**config.mk**
```make
export PLATFORM = sky130hd
export DESIGN_NAME = gray_decoder_sync
export DESIGN_NICKNAME = d
export VERILOG_FILES = /design/src/rtl/gray_decoder_sync.sv
export SDC_FILE = /design/constraint.sdc
export NUM_CORES = 1
export LEC_CHECK = 0
export BUFFER_PORTS_ARGS = -buffer_cell sky130_fd_sc_hd__buf_2
export CAP_MARGIN = 30
export CELL_PAD_IN_SITES_DETAIL_PLACEMENT = 0
export CELL_PAD_IN_SITES_GLOBAL_PLACEMENT = 1
export CORE_MARGIN = 5
export CORE_UTILIZATION = 48
export DETAILED_ROUTE_END_ITERATION = 7
export PLACE_DENSITY = 0.95
export SETUP_SLACK_MARGIN = 0.15
export SYNTH_ARGS = -nofsm -noshare
export SYNTH_HDL_FRONTEND = slang
export SYNTH_SLANG_ARGS = --single-unit
```
**constraint.sdc**
```tcl
create_clock -name clk -period 7.7 [get_ports clk]
set_input_delay 1.54 -clock clk [delete_from_list [all_inputs] [get_ports clk]]
set_output_delay 1.54 -clock clk [all_outputs]
set_load 0.03 [all_outputs]
```
**src/rtl/gray_decoder_sync.sv**
```systemverilog
// gray_decoder_sync: synchronises a gray-coded value from another clock domain,
// decodes it to binary, classifies each change (up / down / illegal jump),
// tracks wrap-arounds and offers every decoded change on a valid/ready port.
module gray_decoder_sync #(
  parameter int WIDTH       = 4,
  parameter int SYNC_STAGES = 2
) (
  input  logic             clk,
  input  logic             rst,
  input  logic [WIDTH-1:0] gray_in,
  input  logic             en,
  input  logic             clear_err,
  input  logic             out_ready,
  output logic             out_valid,
  output logic [WIDTH-1:0] binary_out,
  output logic             dir_up,
  output logic             step_err,
  output logic             err_sticky,
  output logic             overrun,
  output logic [7:0]       turns
);

  // Priming lasts long enough for the reset value of the chain to be flushed
  // and g_prev to be loaded from the first real synchronised sample.
  localparam int PRIME = SYNC_STAGES + 1;
  localparam int CW    = $clog2(PRIME + 1);

  function automatic logic [WIDTH-1:0] gray2bin(input logic [WIDTH-1:0] g);
    logic [WIDTH-1:0] b;
    b[WIDTH-1] = g[WIDTH-1];
    for (int i = WIDTH - 2; i >= 0; i--) begin
      b[i] = b[i+1] ^ g[i];
    end
    return b;
  endfunction

  logic [WIDTH-1:0] sync_q [SYNC_STAGES];
  logic [WIDTH-1:0] sync_d [SYNC_STAGES];
  logic [WIDTH-1:0] g_prev_q, g_prev_d;
  logic [WIDTH-1:0] b_prev_q, b_prev_d;
  logic [CW-1:0]    init_cnt_q, init_cnt_d;
  logic             out_valid_q, out_valid_d;
  logic [WIDTH-1:0] binary_out_q, binary_out_d;
  logic             dir_up_q, dir_up_d;
  logic             step_err_q, step_err_d;
  logic             err_sticky_q, err_sticky_d;
  logic             overrun_q, overrun_d;
  logic [7:0]       turns_q, turns_d;

  logic [WIDTH-1:0] g_sync;
  logic [WIDTH-1:0] b_sync;
  logic [WIDTH-1:0] diff;
  logic             priming;
  logic             any_change;
  logic             one_hot;
  logic             legal;
  logic             illegal;
  logic             step_up;
  logic             report;
  logic             ovr_set;

  // Synchroniser: plain shift, no logic between stages.
  always_comb begin
    sync_d[0] = gray_in;
    for (int i = 1; i < SYNC_STAGES; i++) begin
      sync_d[i] = sync_q[i-1];
    end
  end

  // Synchroniser flops.
  always_ff @(posedge clk or posedge rst) begin
    if (rst) begin
      for (int i = 0; i < SYNC_STAGES; i++) begin
        sync_q[i] <= '0;
      end
    end else begin
      for (int i = 0; i < SYNC_STAGES; i++) begin
        sync_q[i] <= sync_d[i];
      end
    end
  end

  assign g_sync     = sync_q[SYNC_STAGES-1];
  assign b_sync     = gray2bin(g_sync);
  assign priming    = (init_cnt_q < CW'(PRIME));
  assign diff       = g_sync ^ g_prev_q;
  assign any_change = |diff;
  assign one_hot    = ((diff & (diff - WIDTH'(1))) == '0);
  assign legal      = !priming && any_change && one_hot;
  assign illegal    = !priming && any_change && !one_hot;
  // A legal single-bit gray change is always +1 or -1, so "not +1" means -1.
  assign step_up    = (b_sync == b_prev_q + WIDTH'(1));
  assign report     = (legal || illegal) && en;
  assign ovr_set    = report && out_valid_q && !out_ready;

  // Next-state: change classification, wrap counting, output handshake, sticky flags.
  always_comb begin
    init_cnt_d   = init_cnt_q;
    g_prev_d     = g_sync;
    b_prev_d     = b_sync;
    out_valid_d  = out_valid_q;
    binary_out_d = binary_out_q;
    dir_up_d     = dir_up_q;
    step_err_d   = illegal;
    turns_d      = turns_q;

    if (priming) begin
      init_cnt_d = init_cnt_q + CW'(1);
    end

    if (legal && step_up && (&b_prev_q)) begin
      turns_d = turns_q + 8'd1;
    end else if (legal && !step_up && (b_prev_q == '0)) begin
      turns_d = turns_q - 8'd1;
    end

    if (report) begin
      out_valid_d  = 1'b1;
      binary_out_d = b_sync;
      if (legal) begin
        dir_up_d = step_up;
      end
    end else if (out_valid_q && out_ready) begin
      out_valid_d = 1'b0;
    end

    if (illegal) begin
      err_sticky_d = 1'b1;
    end else if (clear_err) begin
      err_sticky_d = 1'b0;
    end else begin
      err_sticky_d = err_sticky_q;
    end

    if (ovr_set) begin
      overrun_d = 1'b1;
    end else if (clear_err) begin
      overrun_d = 1'b0;
    end else begin
      overrun_d = overrun_q;
    end
  end

  // State and output registers.
  always_ff @(posedge clk or posedge rst) begin
    if (rst) begin
      init_cnt_q   <= '0;
      g_prev_q     <= '0;
      b_prev_q     <= '0;
      out_valid_q  <= 1'b0;
      binary_out_q <= '0;
      dir_up_q     <= 1'b0;
      step_err_q   <= 1'b0;
      err_sticky_q <= 1'b0;
      overrun_q    <= 1'b0;
      turns_q      <= '0;
    end else begin
      init_cnt_q   <= init_cnt_d;
      g_prev_q     <= g_prev_d;
      b_prev_q     <= b_prev_d;
      out_valid_q  <= out_valid_d;
      binary_out_q <= binary_out_d;
      dir_up_q     <= dir_up_d;
      step_err_q   <= step_err_d;
      err_sticky_q <= err_sticky_d;
      overrun_q    <= overrun_d;
      turns_q      <= turns_d;
    end
  end

  assign out_valid  = out_valid_q;
  assign binary_out = binary_out_q;
  assign dir_up     = dir_up_q;
  assign step_err   = step_err_q;
  assign err_sticky = err_sticky_q;
  assign overrun    = overrun_q;
  assign turns      = turns_q;

endmodule

```
* Word-level counts from Yosys, hierarchy flattened *
Cells that the tools add are included.

word-level totals
  flip-flop bits (word level) = 35
  input port bits = 9
  output and inout port bits = 17
  word-level logic and storage cells = 56

operators by class
  $add $sub $neg = 5
  $lt $le $gt $ge = 1
  equal/unequal tests = 1
  muxes and demuxes = 7
  bitwise operators = 5
  reductions and logical operators = 25

operator list
  cell                 count
  $mux 8               2
  $logic_and 1x1->1    11
  $add 8x1->8 const B  1
  $logic_not 4->1      2
  $reduce_bool 2->1    4
  $sub 8x1->8 const B  1
  $mux 1               5
  $add 4x1->4 const B  1
  $and 4x4->4          1
  $eq 4x4->1           1
  $logic_not 1->1      4
  $reduce_and 4->1     1
  $reduce_or 4->1      1
  $sub 4x1->4 const B  1
  $xor 4x4->4          1
  $xor 1x1->1          3
  $add 2x1->2 const B  1
  $lt 2x2->1 const B   1
  $reduce_and 2->1     1
  $logic_or 1x1->1     1

* Depth between registers and ports, before layout *
  word-level depth = 11
  gate-level depth with buffers = 13
  mapped depth without buffers = 13

* Worst setup path after synthesis *
No wires, ideal clock.

  kind = flip-flop to flip-flop
  start point = register sync_q (netlist bit g_prev_d[3])
  end point = register turns_q[7] (netlist: turns[7])
  library setup time = 0.071 ns
  arrival = 3.054 ns
  required time = 7.629 ns
  setup slack = 4.575 ns
  cell stages (with the launch flop) = 13
  buffers on the path = 0
  clock period less this slack = 3.125 ns
  cell sequence = dfrtp_1 xnor2_1 xnor2_1 nand2_1 nor3_2 nand2_1 ha_1 a21o_1 a21oi_1 a21oi_1 or3b_1 o22a_1 nand4_1

between the ends
  word-level cells in the longest chain between the ends = 8
  elaborated cells on any way between the ends = 18
  those cells by class = add/sub (1); eq/ne (1); mux (1); bitwise (5); reduce/logical (10)

ends and longest elaborated chain
  item                                                       RTL line  source
  from (decl)                                                37        logic [WIDTH-1:0] sync_q [SYNC_STAGES];
  from (signal, indexed assignment)                          78        sync_q[i] <= sync_d[i];
  $xor 4x4->4 or $xor 1x1->1 (tied branches)                 86, 32
  $sub 4x1->4 or $xor 1x1->1 (tied branches)                 88, 32
  $and 4x4->4 or $xor 1x1->1 (tied branches)                 88, 32
  $logic_not 4->1 or $eq 4x4->1 (tied branches)              88, 92
  $logic_and 1x1->1 or $logic_not 1->1 (tied branches)       89, 113
  $logic_and 1x1->1, on equally long branches (2 in series)  111, 113
  $mux 8 or $reduce_bool 2->1 (tied branches)                --
  to (signal assigned)                                       167       turns_q <= turns_d;
  to (decl)                                                  48        logic [7:0] turns_q, turns_d;

Parallel ways exist; a longest one is shown, timed or not.
A chain may end at the register's enable or synchronous reset.

* Final worst setup path *
Same ends and word-level chain as after synthesis.

==> results.tsv <==
stage	metric	value	unit
outcome	status	finished clean	
die	die_area	4912	µm²
yosys	synth_largest_area_cell	dfrtp_1	
layout	layout-drive-gt1-share	28.65	%
yosys	ys_warn_count	0	
worst_hold_path	whs_endpoint	g_prev_d[2]	
setup_path	slowest_delay	480	ps
placed_design	placed_area	1923	µm²
clock_tree	clk_pin_slew	110	ps
setup_path	worst_setup_path_end_kind	flip-flop	
setup_path	reg2regPathDepth	12	
setup_path	path_max_fanout	7	
sta	post-route-min-period	3547	ps
job	maxCapViolCount	0	
yosys	synthArstFlopShare	100.0	%
clock_tree	cts_sinks	34	
setup_path	start_kind	flip-flop	
yosys	avgSynthCellArea	12.65	µm²
yosys	yosys.cell_count.top_type	dfrtp_1	
layout	final_area	2006	µm²
global_routing	grt_pass1_wl	5.181	mm
placed_design	dp.cells	209	
setup_path	crit_chain	xnor2_1 -> xnor2_1 -> nand2_1 -> nor3_2 -> nand2_1 -> ha_1 -> a21o_1 -> a21oi_1 -> a21oi_1 -> or3b_1 -> o22a_1 -> nand4_1	
yosys	synth_enable_flop_cells	0	
detailed_routing	drt-pass1-iter-count	4	
die	die_h	70.09	µm
detailed_routing	drc_errors	0	
clock_tree	ctsResizeCount	0	
detailed_routing	wl_per_cell	13.56	µm
global_routing	grt_antenna_before_repair	0	
sta	rsz0062_at_grt	false	
clock_tree	h-tree-depth	2	
layout	instances_no_fill	217	
die	ios	26	
yosys	synth.area.top_cells	dfrtp_1 49%, xnor2_1 7.1%, ha_1 6.5%	
power_and_ir_drop	powerDensity	342.0	nW/µm²
yosys	yosys.cell_types.count	37	
detailed_routing	wirelength	2.943	mm
global_routing	grt_max_degree	35	
detailed_routing	antenna_left	0	
placed_design	routabilityCongestion	0.8133	
yosys	synth_area	1733	µm²
global_routing	grt_pass1_vias	1171	
sta	finalSetupViolations	0	
sta	finalClockSkew	13.05	ps
yosys	yosysSeqAreaShare	49.10	%
power_and_ir_drop	p_leak	0.9183	nW
yosys	synth.top_cell.area_share	49.10	%
worst_hold_path	whs_path_depth	0	
sta	fin_setup_tns	0	ps
sta	worst_pin_slew	629.8	ps
clock_tree	cts_root_buf	clkbuf_4	
detailed_routing	via_count	1101	
die	start_util	50.73	%
layout	fillCellCount	298	
yosys	synthTopCellsByCount	34 x dfrtp_1, 14 x xnor2_1, 9 x ha_1, 7 x nand2_1	
yosys	syn-num-nets	156	
die	die_w	70.09	µm
clock_tree	clk_latency	340	ps
worst_hold_path	hp-class	reg2reg	
layout	diodes	0	
setup_path	worst_ep_required_time	7970	ps
sta	hold_violations	0	
layout	utilization	58.72	%
setup_path	rr_endpoint	turns[7]	
clock_tree	cts_tree	built	
global_routing	grt_overflow	0	
sta	finalCritPeriodShare	46.06	%
die	core_area	3416	µm²
setup_path	r2r_start	g_prev_d[3]	
detailed_routing	drt-initial-drc-count	19	
layout	syn2layout_area_growth	15.74	%
yosys	synth_flop_cell	dfrtp_1	
detailed_routing	vias_per_cell	5.074	
sta	fmax	0.2820	GHz
sta	timing.slew.headroom	57.94	%
clock_tree	ctsHoldBuffers	0	
die	rows	21	
clock_tree	cts_buffer_depth	2	
setup_path	worst-setup-path-type	reg2reg	
yosys	syn-instance-count	137	
setup_path	cp_slowest_cell	xnor2_1	
placed_design	io_buffers	25	
clock_tree	cts_setup_buffers	0	
layout	layout.nets	189	
power_and_ir_drop	peakVddDrop	154.5	µV
clock_tree	cts_made_buffers	5	
setup_path	crit_arrival	3810	ps
global_routing	grt_usage	13.27	%
sta	finalMaxSlewViolations	0	
worst_hold_path	hp-start	sync_d[2]	
placed_design	dp_hpwl	2.287	mm
setup_path	reg2reg_slack	4150	ps
yosys	synth_seq_cells	34	
==> flip-flops by register name, summed over array words and instances, names as in the netlist <==
name / cells
sync_d: 4
init_cnt_q: 2
turns: 8
err_sticky: 1
overrun: 1
dir_up: 1
b_prev_q: 4
g_prev_d: 4
binary_out: 4
step_err: 1
g_prev_q: 3
out_valid: 1
==> cells in the final DEF (no fill, tap or decap), types with 2 or more instances in the layout <==
master      synthesis  final
clkinvlp_4          0      2
nor2_1              5      5
mux2_1              4      4
mux2_2              2      2
nand4_1             2      2
dfrtp_1            34     34
nand2_1             7      7
buf_2               0     25
mux2_4              6      6
a21o_1              5      5
nand3_1             3      3
inv_1               6      6
nand4b_1            2      2
clkbuf_4            0      5
ha_1                9      9
o21ai_0             5      5
a21oi_1             6      6
xnor2_1            14     14
xor2_1              6      6
==> layout make-up <==
| type | count | area (µm²) | share of cell area [%] |
|---|---|---|---|
| Inverter | 6 | 22.52 | 1.123 |
| Clock buffer | 5 | 37.54 | 1.871 |
| Multi-Input combinational cell | 97 | 859.6 | 42.86 |
| Clock inverter | 3 | 45.04 | 2.246 |
| Tap cell | 46 | 57.56 | 2.870 |
| Timing Repair Buffer | 26 | 132.6 | 6.613 |
| Sequential cell | 34 | 850.8 | 42.42 |
==> logic make-up after synthesis <==
logic type,share of synthesized area (%)
compound gates,10.83
xor+xnor,11.99
fa+ha+maj,7.654
buf+inv,1.300
flops,49.10
mux,10.40
simple gates,8.737
==> critical path, delay by kind of cell, from the launching register on <==
| kind | cells | cell delay, ps |
|---|---|---|
| AOI/OAI and AO/OA | 4 | 720 |
| xor gates and xnor gates | 2 | 650 |
| adders and majority gates | 1 | 410 |
| DFF | 1 | 470 |
| and+or+nand+nor | 5 | 1220 |
==> per-layer routing <==
layer	part of all wire (%)	wire (µm)	GRT usage, %	up-vias
li1	-	-	-	542
met1	45	1318	15.40	528
met2	48	1419	22.67	24
met3	5.2	153	4.304	7
met4	1.7	51	5.106	0
met5	0	0	0	-
==> worst max path at each step <==
stage | slack (ps) | cells after the start | end | start
2_1_floorplan | 4580 | 12 | turns[7] | g_prev_d[3]
3_3_place_gp | 4370 | 12 | turns[7] | g_prev_d[3]
3_5_place_dp | 4210 | 12 | turns[7] | g_prev_d[3]
4_1_cts | 4160 | 12 | turns[7] | g_prev_d[3]
5_1_grt | 3870 | 12 | turns[7] | g_prev_d[3]
6_report | 4150 | 12 | turns[7] | g_prev_d[3]
==> power breakdown <==
part           switching (mW)  internal [mW]  total, mW
clock network          0.0614         0.0681      0.130
logic                   0.176          0.138      0.314
registers              0.0306          0.212      0.242
==> per-stage QoR <==
step / total power, mW / hold WS [ps] / setup slack (ps)
final: 0.6860 / 355.9 / 4153
after floorplan: 0.4881 / 331.2 / 4575
after CTS: 0.6933 / 360.5 / 4161
after global placement: 0.5454 / 331.5 / 4373
after global routing: 0.7342 / 363.5 / 3872
after detailed placement: 0.5598 / 336.4 / 4210
(Power assumes the default switching activity.)
